<file path="config.mk">
export PLATFORM = sky130hd
export DESIGN_NAME = demux_word_sched
export DESIGN_NICKNAME = d
export VERILOG_FILES = /design/src/rtl/demux_word_sched.sv
export SDC_FILE = /design/constraint.sdc
export NUM_CORES = 1
export LEC_CHECK = 0
export ABC_AREA = 1
export CORE_ASPECT_RATIO = 0.9
export CORE_MARGIN = 2
export CORE_UTILIZATION = 45
export DETAILED_ROUTE_END_ITERATION = 10
export DONT_BUFFER_PORTS = 1
export PLACE_DENSITY_LB_ADDON = 0.08
export SETUP_SLACK_MARGIN = 0.15
export SYNTH_ARGS = -nofsm -noshare
export SYNTH_HDL_FRONTEND = slang
export SYNTH_SLANG_ARGS = --single-unit
</file>
<file path="constraint.sdc">
create_clock -name clk_4f -period 2.45 [get_ports clk_4f]
set_input_delay 0.49 -clock clk_4f [delete_from_list [all_inputs] [get_ports clk_4f]]
set_output_delay 0.49 -clock clk_4f [all_outputs]
set_load 0.03 [all_outputs]
</file>
<file path="src/rtl/demux_word_sched.sv">
// Round-robin word scheduler feeding a shared 32->8 byte demux.
// Each granted word is presented for exactly four clk_4f cycles (beat 0..3)
// so the demux always starts a word at byte [31:24]; back-to-back words
// follow with no bubble. Optional feature macro: DEMUX_SCHED_IDLE_FILL_EN
// (when defined, idle words 32'hBCBCBCBC keep the demux busy while nothing
// is granted, and new grants are taken only on a word boundary).
module demux_word_sched #(
  parameter int unsigned NUM_REQ = 2,
  parameter int unsigned PTR_W   = 2
) (
  input  logic                   clk_4f,
  input  logic                   reset,
  input  logic [NUM_REQ-1:0]     req,
  input  logic [NUM_REQ*32-1:0]  data_in,
  output logic [NUM_REQ-1:0]     ack,
  output logic [31:0]            mux_data,
  output logic                   mux_valid,
  output logic [PTR_W-1:0]       mux_lane,
  output logic [1:0]             beat,
  output logic                   busy
);

  typedef enum logic [0:0] {StIdle, StSend} state_e;

`ifdef DEMUX_SCHED_IDLE_FILL_EN
  localparam logic [31:0] IdleWord = 32'hBCBCBCBC;
`endif

  state_e               state_q, state_d;
  logic [PTR_W-1:0]     last_grant_q, last_grant_d;
  logic [NUM_REQ-1:0]   ack_q, ack_d;
  logic [31:0]          mux_data_q, mux_data_d;
  logic                 mux_valid_q, mux_valid_d;
  logic [PTR_W-1:0]     mux_lane_q, mux_lane_d;
  logic [1:0]           beat_q, beat_d;
  logic                 busy_q, busy_d;

  logic                 win_found;
  logic [PTR_W-1:0]     win_idx;
  logic [NUM_REQ-1:0]   win_oh;
  logic [31:0]          win_data;
  logic                 word_end;
  logic                 grant_ok;

  // Round-robin pick: first requester above last_grant, then wrap from lane 0.
  always_comb begin
    win_found = 1'b0;
    win_idx   = '0;
    win_oh    = '0;
    win_data  = '0;
    for (int i = 0; i < int'(NUM_REQ); i++) begin
      if (!win_found && req[i] && (i > int'(last_grant_q))) begin
        win_found = 1'b1;
        win_idx   = PTR_W'(i);
        win_oh    = '0;
        win_oh[i] = 1'b1;
        win_data  = data_in[32*i +: 32];
      end
    end
    for (int i = 0; i < int'(NUM_REQ); i++) begin
      if (!win_found && req[i]) begin
        win_found = 1'b1;
        win_idx   = PTR_W'(i);
        win_oh    = '0;
        win_oh[i] = 1'b1;
        win_data  = data_in[32*i +: 32];
      end
    end
  end

  // Word boundary detection; grants are only taken where a new word may start.
  always_comb begin
`ifdef DEMUX_SCHED_IDLE_FILL_EN
    // Right after reset nothing is on the demux yet, so start an idle word first.
    word_end = !mux_valid_q || (beat_q == 2'd3);
    grant_ok = mux_valid_q && (beat_q == 2'd3);
`else
    word_end = (state_q == StIdle) || (beat_q == 2'd3);
    grant_ok = word_end;
`endif
  end

  // Next-state and registered-output logic.
  always_comb begin
    state_d      = state_q;
    last_grant_d = last_grant_q;
    ack_d        = '0;
    mux_data_d   = mux_data_q;
    mux_valid_d  = mux_valid_q;
    mux_lane_d   = mux_lane_q;
    beat_d       = beat_q;
    busy_d       = busy_q;
    if (!word_end) begin
      beat_d = beat_q + 2'd1;
    end else if (grant_ok && win_found) begin
      state_d      = StSend;
      last_grant_d = win_idx;
      ack_d        = win_oh;
      mux_data_d   = win_data;
      mux_valid_d  = 1'b1;
      mux_lane_d   = win_idx;
      beat_d       = 2'd0;
      busy_d       = 1'b1;
    end else begin
      state_d    = StIdle;
      beat_d     = 2'd0;
      busy_d     = 1'b0;
      mux_lane_d = '0;
`ifdef DEMUX_SCHED_IDLE_FILL_EN
      mux_valid_d = 1'b1;
      mux_data_d  = IdleWord;
`else
      mux_valid_d = 1'b0;
`endif
    end
  end

  // State and output registers; reset drops any partially sent word.
  always_ff @(posedge clk_4f or posedge reset) begin
    if (reset) begin
      state_q      <= StIdle;
      last_grant_q <= PTR_W'(NUM_REQ - 1);
      ack_q        <= '0;
      mux_data_q   <= '0;
      mux_valid_q  <= 1'b0;
      mux_lane_q   <= '0;
      beat_q       <= 2'd0;
      busy_q       <= 1'b0;
    end else begin
      state_q      <= state_d;
      last_grant_q <= last_grant_d;
      ack_q        <= ack_d;
      mux_data_q   <= mux_data_d;
      mux_valid_q  <= mux_valid_d;
      mux_lane_q   <= mux_lane_d;
      beat_q       <= beat_d;
      busy_q       <= busy_d;
    end
  end

  assign ack       = ack_q;
  assign mux_data  = mux_data_q;
  assign mux_valid = mux_valid_q;
  assign mux_lane  = mux_lane_q;
  assign beat      = beat_q;
  assign busy      = busy_q;

endmodule
</file>
After elaboration in Yosys (flattened, before gate mapping)
Index checks and enable logic that the tools add are counted.
Storage, ports and cells
  input port bits: 68
  logic and storage cells: 35
  output and inout port bits: 40
  flip-flop bits (word level): 41
Operators by class
  muxes and demuxes: 17
  bitwise logic cells: 1
  add/sub/neg operators: 1
  reductions and logical operators: 8
  magnitude comparators: 1
  equal/unequal tests: 1
Operators with widths (count)
  2-to-1 mux 32 bit: 3
  2-to-1 mux 2 bit: 8
  2-to-1 mux 1 bit: 6
  logical AND 1 bit: 4
  adder 2 x 1 -> 2 bit (second input constant): 1
  == test 2 bit (second input constant): 1
  greater-than comparator 1 x 2 -> 1 bit (first input constant): 1
  logical NOT 1 bit: 2
  AND reduction 2 bit: 1
  logical OR 1 bit: 1
  inverter 1 bit: 1

Longest topological paths before layout
Gate-level depths: netlist of run 1.
  depth in word-level cells: 12
  mapped depth: 7
  gate-level depth less buffers: 6

Worst setup path after synthesis of run 1
OpenSTA, ideal clock, no wires.
  path kind: register to register
  start point: register beat_q[0] (netlist: beat[0])
  end point: register mux_data_q[0] (netlist: mux_data[0])
  cell stages (with the launch flop): 7
  slack: 0.992 ns
  period minus slack after synthesis: 1.458 ns
  data required time: 2.325 ns
  buffers on the path: 1
  arrival: 1.333 ns
  library setup time: 0.125 ns
  path through: dfrtp_1 -> ha_1 -> nor2_1 -> nor2_4 -> buf_4 -> nand3_1 -> nand3_1
Between the ends
  cells in the longest elaborated chain, start to end: 4
RTL lines
  from (decl): line 35  | logic [1:0] beat_q, beat_d;
  from (signal assigned): line 136  | beat_q <= beat_d;
  == test 2 bit *: line 78  | word_end = (state_q == StIdle) || (beat_q == 2'd3);
  logical OR 1 bit *: line 78
  logical AND 1 bit: line 95  | end else if (grant_ok && win_found) begin
  AND reduction 2 bit (no source line) *
  to (signal assigned): line 133  | mux_data_q <= mux_data_d;
  to (decl): line 32  | logic [31:0] mux_data_q, mux_data_d;
Every way passes the cells marked *; elsewhere a longest branch is shown, timed or not.
A chain may end at the register's enable or synchronous reset.

Worst setup path in the final report of run 1
  start point: register beat_q[0] (netlist: beat[0])
  end point: register last_grant_q[0]
Between the ends
  cells in the longest elaborated chain, start to end: 4
RTL lines
  == test 2 bit *: line 78
  logical OR 1 bit *: line 78
  logical AND 1 bit: line 95
  AND reduction 2 bit (no source line) *
  to (signal assigned): line 122  | last_grant_q <= PTR_W'(NUM_REQ - 1);
  to (signal assigned): line 131  | last_grant_q <= last_grant_d;
  to (decl): line 30  | logic [PTR_W-1:0] last_grant_q, last_grant_d;
Marked as above.

==> results by group, run 1 <==
Run status
  – Outcome: complete, no violations

Routing
  – Drt initial violations: ~100
  – Detail Route Antenna Nets: 0
  – Post-Route WL: 4880 um
  – Drt drc: 0
  – Via density: 6.30
  – WL/cell: 19.5 um
  – DR pass1 iterations: 5
  – Vias post-DR: 1576

Clocking
  – Num CTS Buffers: 5
  – Clock Sinks: 39
  – Cts hold-fix bufs: 0
  – PostCTS Resize Cnt: 0
  – Root buffer cell: clkbuf_8
  – TritonCTS clock tree: done
  – Post-CTS Setup Bufs: 0
  – Worst skew pair latency: 290 ps
  – Reg clk slew, reported paths: 70 ps
  – Maximum root-to-sink buffer count: 2
  – # H-tree levels: 2

Yosys
  – Synth warn: 0
  – Syn_area_per_cell: ~9 um2
  – Ys async rst share: 100%
  – Register area share after synthesis: a little over half
  – EDFF count, synth: 0
  – Net Count, Synth: 280
  – Post-synth top area share: between 50% and 60%
  – Synth Register Bits: 39
  – Synth unique cells: 18
  – Most frequent cell after synthesis: nand3_1
  – Mapped Cells: 211
  – Synth area leaders: dfrtp_1, nand3_1, nand4_1
  – Synth area leader: dfrtp_1
  – Cell Area, Synth: roughly 1900 um2
  – Primary FF master, synth: dfrtp_1
  – Synth top cells by count: nand3_1, dfrtp_1, nand2_1

Cells and area
  – Multi-input gate area: 734 um2
  – Final Non-Filler Cells: 250
  – N_diodes: 0
  – Fillers: 416
  – Design Area, Final: 1920 um2
  – Synthesis-to-layout area growth: 3.99%
  – Reg area: 977 um2
  – Nets: 270
  – Share of layout cells above drive strength 1: 8.42%

Timing
  – Final Max Tran Viols: 0
  – Fmax: between 500 and 600 MHz
  – Final Hold Viols: 0
  – Final Cycle Share: 75.1%
  – Max_slew headroom: between 40% and 50%
  – TNS Setup: 0 ps
  – Worst Skew: between 3 and 4 ps
  – Crit path time final: ~1800 ps
  – Final Setup Violations: 0
  – Worst Max-Slew Pin Slew: 768 ps
  – RSZ-0062 raised after global routing: false

Global routing
  – Total GRT Usage: a little over a fifth
  – Largest net degree at the start of global routing: 40
  – First-pass GRT wire length: roughly 7700 um
  – Grt total ovfl: 0
  – Initial antenna violation count: 0
  – Vias in the first global route: 1588

Placement
  – Cell Area, Placed: 1820 um2
  – Placer Congestion: just under 0.8
  – Post-DP HPWL: about 3200 um
  – Cell Count Post-Placement: 242
  – PortBufs: 0

Run
  – Max-cap violations: 0

Floorplan
  – Initial Util: between 40% and 50%
  – Die width: between 70 and 80 um
  – # rows: 22
  – Die Area: 4640 um2
  – Die height: roughly 65 um
  – IO Count: 108
  – Core ar.: 4020 um2

Worst setup path
  – Crit end category: register
  – Critical Path Fanout Max: 34
  – R2R Setup Slk: approximately 610 ps
  – Setup CP Type: reg -> reg
  – Setup crit start kind: register
  – Crit path DAT: between 2000 and 2500 ps
  – Req. time, crit path: ~2700 ps

Power
  – PwrDens: ~1600 nW/um2
  – Maximum VDD drop: 0.776 mV
  – Leak: roughly 0.9 nW

Hold path
  – Worst hold path class: in -> async
[routing by layer]
| layer | GRT usage, % | share of wire, % | vias to the layer above |
|---|---|---|---|
| met3 | 10.4 | 10 | 5 |
| li1 | - | - | 723 |
| met4 | 6.13 | 0.88 | 0 |
| met5 | 0 | 0 | - |
| met2 | 34.4 | 48 | 75 |
| met1 | 26.0 | 41 | 773 |
[stage by stage]
step           worst slack, ps  util (%)  hold slack, ps  power (mW)
4_1_cts                    593      47.9             220        3.10
2_1_floorplan              992         -             489        2.43
5_1_grt                    471      47.9             247        3.27
6_report                   610      47.9             207        3.07
3_5_place_dp               601      45.4             532        2.62
3_3_place_gp               662      45.4             507        2.58
[placed cells by master, fill, tap and decap left out, types with 2 or more instances in the layout]
cell type | synthesis | routed
dfrtp_1 | 38 | 38
nor2_1 | 4 | 4
nand2_1 | 37 | 37
nand2_2 | 2 | 2
nand4_1 | 32 | 32
buf_4 | 5 | 4
clkbuf_8 | 0 | 7
nand3_1 | 64 | 64
inv_1 | 6 | 6
[final timing paths]
| path | from | end | cells after the start |
|---|---|---|---|
| worst max-delay path | beat[0] | last_grant_q[0] | 5 |
| worst min-delay path | reset | mux_data[22] | 2 |
| worst max register to register | beat[0] | last_grant_q[0] | 5 |
| worst min register to register | last_grant_q[0] | last_grant_q[0] | 2 |
| max in group asynchronous | reset | last_grant_q[0] | 2 |
| min in group clk_4f | req[1] | busy | 2 |
[sequential cells by signal, summed over array words and instances (netlist names)]
register      cells
busy              1
mux_lane          1
ack               2
beat              2
mux_data         32
last_grant_q      1
[power breakdown]
group | switching [mW] | total, mW | internal, mW
Sequential | 0.816 | 1.77 | 0.951
Combinational | 0.550 | 0.832 | 0.282
Clock | 0.216 | 0.473 | 0.257
Total | 1.58 | 3.07 | 1.49
[kinds of logic after synthesis]
logic type | after synthesis | synth area share, %
AND/OR/NAND/NOR | 141 | 38.1
flip-flops | 39 | 52.8
other | 1 | 0.203
adder cells (fa/ha/maj) | 1 | 0.676
buffers and inverters | 27 | 7.50
AO/OA/AOI/OAI | 2 | 0.744
[final cells by class]
class,count,share of cell area [%]
well taps,48,3.12
clock buffers,8,5.20
multi-input cells,145,38.2
flip-flops and latches,39,50.8
repair buffers,4,1.56
inverters,6,1.17
[critical path, stage by stage (launching register included)]
cell and delay, ps:
dfrtp_1 540, ha_1 220, nor2_1 90, nor2_4 580
nand2_1 180, o21ai_0 140
(Power assumes the default switching activity.)
==> run 2, diff against run 1 <==
clock period = 1.72 ns   (was 2.45 ns; I/O delays follow)
==> results by group, run 2 (synthesis gave the netlist of run 1 again) <==
Timing
  – WHS: 61.0 ps (was 207 ps)
  – Crit path time final: 1430 ps (was 1840 ps)
  – Final Cycle Share: 83.2% (was 75.1%)
  – Final Max Tran Viols: 0 (unchanged)
  – Max_slew headroom: 61.4% (was 48.8%)
  – Worst Skew: 8.34 ps (was 3.18 ps)
  – Final Hold Viols: 0 (unchanged)
  – TNS Setup: 0 ps (unchanged)
  – RSZ-0062 raised after global routing: false (unchanged)
  – Final Setup Violations: 0 (unchanged)
  – Final WS setup: 289 ps (was 610 ps)
  – Worst Max-Slew Pin Slew: 578 ps (was 768 ps)
  – Fmax: 699 MHz (was 543 MHz)

Power
  – PwrDens: 2250 nW/um2 (was 1600 nW/um2)
  – Leak: 0.908 nW (was 0.889 nW)
  – Maximum VDD drop: 1.11 mV (was 0.776 mV)

Run status
  – Outcome: complete, no violations (unchanged)

Routing
  – Detail Route Antenna Nets: 0 (unchanged)
  – WL/cell: 20.5 um (was 19.5 um)
  – Drt initial violations: 98 (was 102)
  – DR pass1 iterations: 4 (was 5)
  – Vias post-DR: 1649 (was 1576)
  – Via density: 6.47 (was 6.30)
  – Drt drc: 0 (unchanged)
  – Post-Route WL: 5220 um (was 4880 um)

Clocking
  – Post-CTS Setup Bufs: 0 (unchanged)
  – Cts hold-fix bufs: 0 (unchanged)
  – Worst skew pair latency: 290 ps (about the same)
  – # H-tree levels: 2 (unchanged)
  – Clock Sinks: 39 (unchanged)
  – Num CTS Buffers: 5 (unchanged)
  – Root buffer cell: clkbuf_8 (unchanged)
  – Reg clk slew, reported paths: 80 ps (was 70 ps)
  – Maximum root-to-sink buffer count: 2 (unchanged)
  – TritonCTS clock tree: done (unchanged)

Worst setup path
  – Critical Path Fanout Max: 17 (was 34)
  – FF-to-FF Start: beat[0] (unchanged)
  – WP depth: 5 (unchanged)
  – Crit-path cells: ha_1, nor2_2, nor2_4, nand3_1, nand3_1 (was ha_1, nor2_1, nor2_4, nand2_1, o21ai_0)
  – WP buf/inv: 0 (unchanged)
  – Crit end category: register (unchanged)
  – Setup crit start kind: register (unchanged)
  – Req. time, crit path: 1880 ps (was 2660 ps)
  – Delay-heaviest family, CP: simple AND/OR/NAND/NOR gates (unchanged)
  – Most common cell on crit path: nand3_1
  – Setup CP Type: reg -> reg (unchanged)
  – Crit path DAT: 1590 ps (was 2050 ps)
  – CP max-delay cell: dfrtp_1 (was nor2_4)
  – R2R depth: 5 (unchanged)
  – Worst path max stage delay: 380 ps (was 580 ps)
  – Critical path launch point: beat[0] (unchanged)

Cells and area
  – Design Area, Final: 1970 um2 (was 1920 um2)
  – Max reg flops: 32 (unchanged)
  – Synthesis-to-layout area growth: 6.49% (was 3.99%)
  – N_diodes: 0 (unchanged)
  – Nets: 275 (was 270)
  – Layout Utilization: 49.0% (was 47.9%)
  – Most common cell after layout, fill and taps aside: nand3_1 (unchanged)
  – Commonest cells after routing, fill and taps aside: nand3_1, dfrtp_1, nand2_1, nand4_1, buf_4 (was nand3_1, dfrtp_1, nand2_1, nand4_1, clkbuf_8)
  – Share of layout cells above drive strength 1: 11.1% (was 8.42%)

Global routing
  – First-pass GRT wire length: 8200 um (was 7750 um)
  – Grt total ovfl: 0 (unchanged)
  – Total GRT Usage: 23.3% (was 21.6%)
  – Largest net degree at the start of global routing: 40 (unchanged)
  – Initial antenna violation count: 0 (unchanged)
  – Vias in the first global route: 1705 (was 1588)

Floorplan
  – Initial Util: 46.0% (unchanged)
  – Die width: 71.6 um (unchanged)
  – IO Count: 108 (unchanged)
  – # rows: 22 (unchanged)
  – Core ar.: 4020 um2 (unchanged)
  – Die Area: 4640 um2 (unchanged)
  – Die height: 64.8 um (unchanged)

Placement
  – Pre-CTS setup slack: 147 ps (was 601 ps)
  – PortBufs: 0 (unchanged)
  – Placer Congestion: 0.806 (was 0.789)
  – Cell Area, Placed: 1870 um2 (was 1820 um2)
  – Post-DP HPWL: 3290 um (was 3220 um)

Hold path
  – Worst hold path class: in -> async (unchanged)

Run
  – Max-cap violations: 0 (unchanged)
==> run 2: cell count changes in the layout (fill, tap and decap cells not counted) <==
cell / delta
nor2_2: +1
nor2_1: -1
nand2_2: -1
clkinv_2: +1
clkinvlp_4: +1
nor2_4: +1
clkbuf_8: -2
nand2_4: +1
buf_4: +3
buf_12: +1
==> run 2: layer usage <==
metal / GRT usage [%] / up-vias / part of all wire [%]
met5: 0 / - / 0
met4: 10.4 / 0 / 2.4
met3: 9.95 / 12 / 12
met2: 38.0 / 112 / 48
met1: 26.5 / 792 / 37
li1: - / 733 / -
==> run 2: repair_timing <==
item / in CTS / in global routing
gates cloned: 1 / 0
hold endpoints to repair: 0 / 0
setup endpoints to repair: 1 / 27
resized for setup: 1 / 2
pin swaps: 1 / 0
==> run 2: worst reg2reg max path, delay by kind of cell, from the launching register on <==
kind	cells	cell delay [ps]
fa+ha+maj	1	220
flops	1	380
simple gates	4	700
==> run 2: final timing paths <==
kind | to | slack [ps]
worst max-delay path | mux_data[26] | 290
worst min-delay path | mux_data[27] | 60
worst max register to register | mux_data[26] | 290
worst min register to register | last_grant_q[0] | 540
max in group asynchronous | last_grant_q[0] | 1290
min in group clk_4f | mux_data[17] | 200
==> run 2: area by class of cell <==
| type | instances | area [um2] |
|---|---|---|
| clock buffer | 6 | 72.6 |
| clock inverter | 2 | 12.5 |
| fill | 383 | 2050 |
| inverter | 6 | 22.5 |
| multi-input combinational | 146 | 753 |
| sequential | 39 | 977 |
| tap | 48 | 60.1 |
| timing repair buffer | 8 | 72.6 |
==> run 2: through the flow <==
| stage | total power, mW | instances |
|---|---|---|
| floorplan | 3.46 | 211 |
| global placement | 3.74 | 246 |
| detailed placement | 3.81 | 246 |
| CTS | 4.47 | 255 |
| global route | 4.74 | 255 |
| finish | 4.44 | 255 |
==> run 2: report_power, final <==
group          internal, mW  leakage [nW]  switching, mW
sequential             1.36         0.476           1.09
combinational         0.486         0.391          0.899
clock                 0.283        0.0412          0.321
==> run 3, diff against run 2 <==
clock period = 1.5 ns   (was 1.72 ns; I/O delays follow)
==> results by group, run 3 (synthesis gave the netlist of run 1 again) <==
Clocking
  – Num CTS Buffers: 5 (unchanged)
  – Clock Sinks: 39 (unchanged)
  – Root buffer cell: clkbuf_8 (unchanged)
  – TritonCTS clock tree: done (unchanged)
  – Maximum root-to-sink buffer count: 2 (unchanged)
  – Worst skew pair latency: 280 ps (was 290 ps)
  – Reg clk slew, reported paths: 70 ps (was 80 ps)
  – # H-tree levels: 2 (unchanged)

Run
  – Max-cap violations: 0 (unchanged)

Routing
  – Vias post-DR: 1616 (was 1649)
  – Drt drc: 0 (unchanged)
  – Detail Route Antenna Nets: 0 (unchanged)
  – Drt initial violations: 81 (was 98)
  – DR pass1 iterations: 4 (unchanged)
  – Via density: 6.22 (was 6.47)
  – Post-Route WL: 5250 um (was 5220 um)
  – WL/cell: 20.2 um (was 20.5 um)

Cells and area
  – Design Area, Final: 2080 um2 (was 1970 um2)
  – Synthesis-to-layout area growth: 12.6% (was 6.49%)
  – Max reg flops: 32 (unchanged)
  – Nets: 282 (was 275)
  – N_diodes: 0 (unchanged)
  – Share of layout cells above drive strength 1: 15.6% (was 11.1%)
  – Most common cell after layout, fill and taps aside: nand3_1 (unchanged)
  – Layout Utilization: 51.9% (was 49.0%)
  – Final Non-Filler Cells: 260 (was 255)
  – Commonest cells after routing, fill and taps aside: nand3_1, dfrtp_1, nand2_1, nand4_1, buf_4 (unchanged)

Worst setup path
  – Crit path DAT: 1490 ps (was 1590 ps)
  – Req. time, crit path: 1660 ps (was 1880 ps)
  – Crit-path cells: ha_4, nor2_4, nor2_4, buf_12, nand3_1, nand3_1 (was ha_1, nor2_2, nor2_4, nand3_1, nand3_1)
  – Crit end category: register (unchanged)
  – CP max-delay cell: dfrtp_2 (was dfrtp_1)
  – Setup CP Type: reg -> reg (unchanged)
  – Critical Path Fanout Max: 13 (was 17)
  – Setup crit start kind: register (unchanged)
  – Worst path max stage delay: 430 ps (was 380 ps)

Hold path
  – Worst hold path class: in -> async (unchanged)

Timing
  – Final Cycle Share: 88.1% (was 83.2%)
  – Worst Skew: 1.78 ps (was 8.34 ps)
  – Final Setup Violations: 0 (unchanged)
  – Final Hold Viols: 0 (unchanged)
  – WHS: 16.7 ps (was 61.0 ps)
  – Crit path time final: 1320 ps (was 1430 ps)
  – Fmax: 757 MHz (was 699 MHz)
  – Final Max Tran Viols: 0 (unchanged)
  – Final WS setup: 178 ps (was 289 ps)
  – RSZ-0062 raised after global routing: false (unchanged)

Placement
  – PortBufs: 0 (unchanged)
  – Placer Congestion: 0.686 (was 0.806)
  – Cell Area, Placed: 1900 um2 (was 1870 um2)
  – Post-DP HPWL: 3320 um (was 3290 um)
  – Pre-CTS setup slack: -77.7 ps (was 147 ps)
  – Cell Count Post-Placement: 248 (was 246)

Floorplan
  – Die height: 64.8 um (unchanged)
  – Initial Util: 46.0% (unchanged)
  – Die width: 71.6 um (unchanged)
  – Core ar.: 4020 um2 (unchanged)
  – # rows: 22 (unchanged)
  – Die Area: 4640 um2 (unchanged)
  – IO Count: 108 (unchanged)

Global routing
  – Largest net degree at the start of global routing: 40 (unchanged)
  – Grt total ovfl: 0 (unchanged)
  – Vias in the first global route: 1624 (was 1705)
  – First-pass GRT wire length: 8160 um (was 8200 um)
  – Initial antenna violation count: 0 (unchanged)
  – Total GRT Usage: 22.7% (was 23.3%)

Power
  – Maximum VDD drop: 0.955 mV (was 1.11 mV)
  – Leak: 0.952 nW (was 0.908 nW)
  – PwrDens: 2550 nW/um2 (was 2250 nW/um2)

Run status
  – Outcome: complete, no violations (unchanged)
==> run 3: final cells by class <==
class                      count  area [um2]
clock buffer                   6        72.6
fill                         368        1930
inverter                       6        22.5
multi-input combinational    146         776
sequential                    39         980
tap                           48        60.1
timing repair buffer          15         174
==> run 3: per-stage QoR <==
stage	power, mW	setup TNS (ps)
floorplan	4.01	0
global placement	4.34	0
detailed placement	4.43	-871
CTS	5.23	0
global route	5.68	0
finish	5.32	0
==> run 3: metal layers <==
metal  up-vias  track usage (%)  part of all wire [%]  wire length, um
met5         -                0                     0                0
met3         8             7.15                    10              523
met4         0             5.19                   1.1               59
met2        85             39.0                    50             2620
met1       778             27.9                    39             2040
li1        745                -                     -                -
==> run 3: worst paths after layout <==
kind                                       from               to  slack, ps  depth (start not counted)
min in group clk_4f                 data_in[46]     mux_data[14]        160                          2
worst max register to register          beat[0]      mux_data[9]        180                          6
worst max-delay path                    beat[0]      mux_data[9]        180                          6
max in group asynchronous                 reset  last_grant_q[0]       1120                          2
worst min register to register  last_grant_q[0]  last_grant_q[0]        530                          2
worst min-delay path                      reset     mux_data[26]         20                          2
==> run 3: worst max-delay path: cells and delay by family (launching register included) <==
kind	cells	cell delay (ps)
adder cells (fa/ha/maj)	1	170
buffers and inverters	1	160
flip-flops	1	430
AND/OR/NAND/NOR	4	430
==> run 3: what timing repair did <==
action / CTS / global route
pin swaps: 3 / 2
cloned: 1 / 0
endpoints found under the hold margin: 0 / 0
hold buffers: 0 / 0
gates resized for setup: 3 / 6
endpoints found under the setup margin: 35 / 35
setup buffers: 3 / 2
==> run 3: power breakdown <==
group	internal, mW	switching, mW
combinational	0.759	1.09
sequential	1.56	1.27
clock	0.310	0.335
total	2.63	2.69
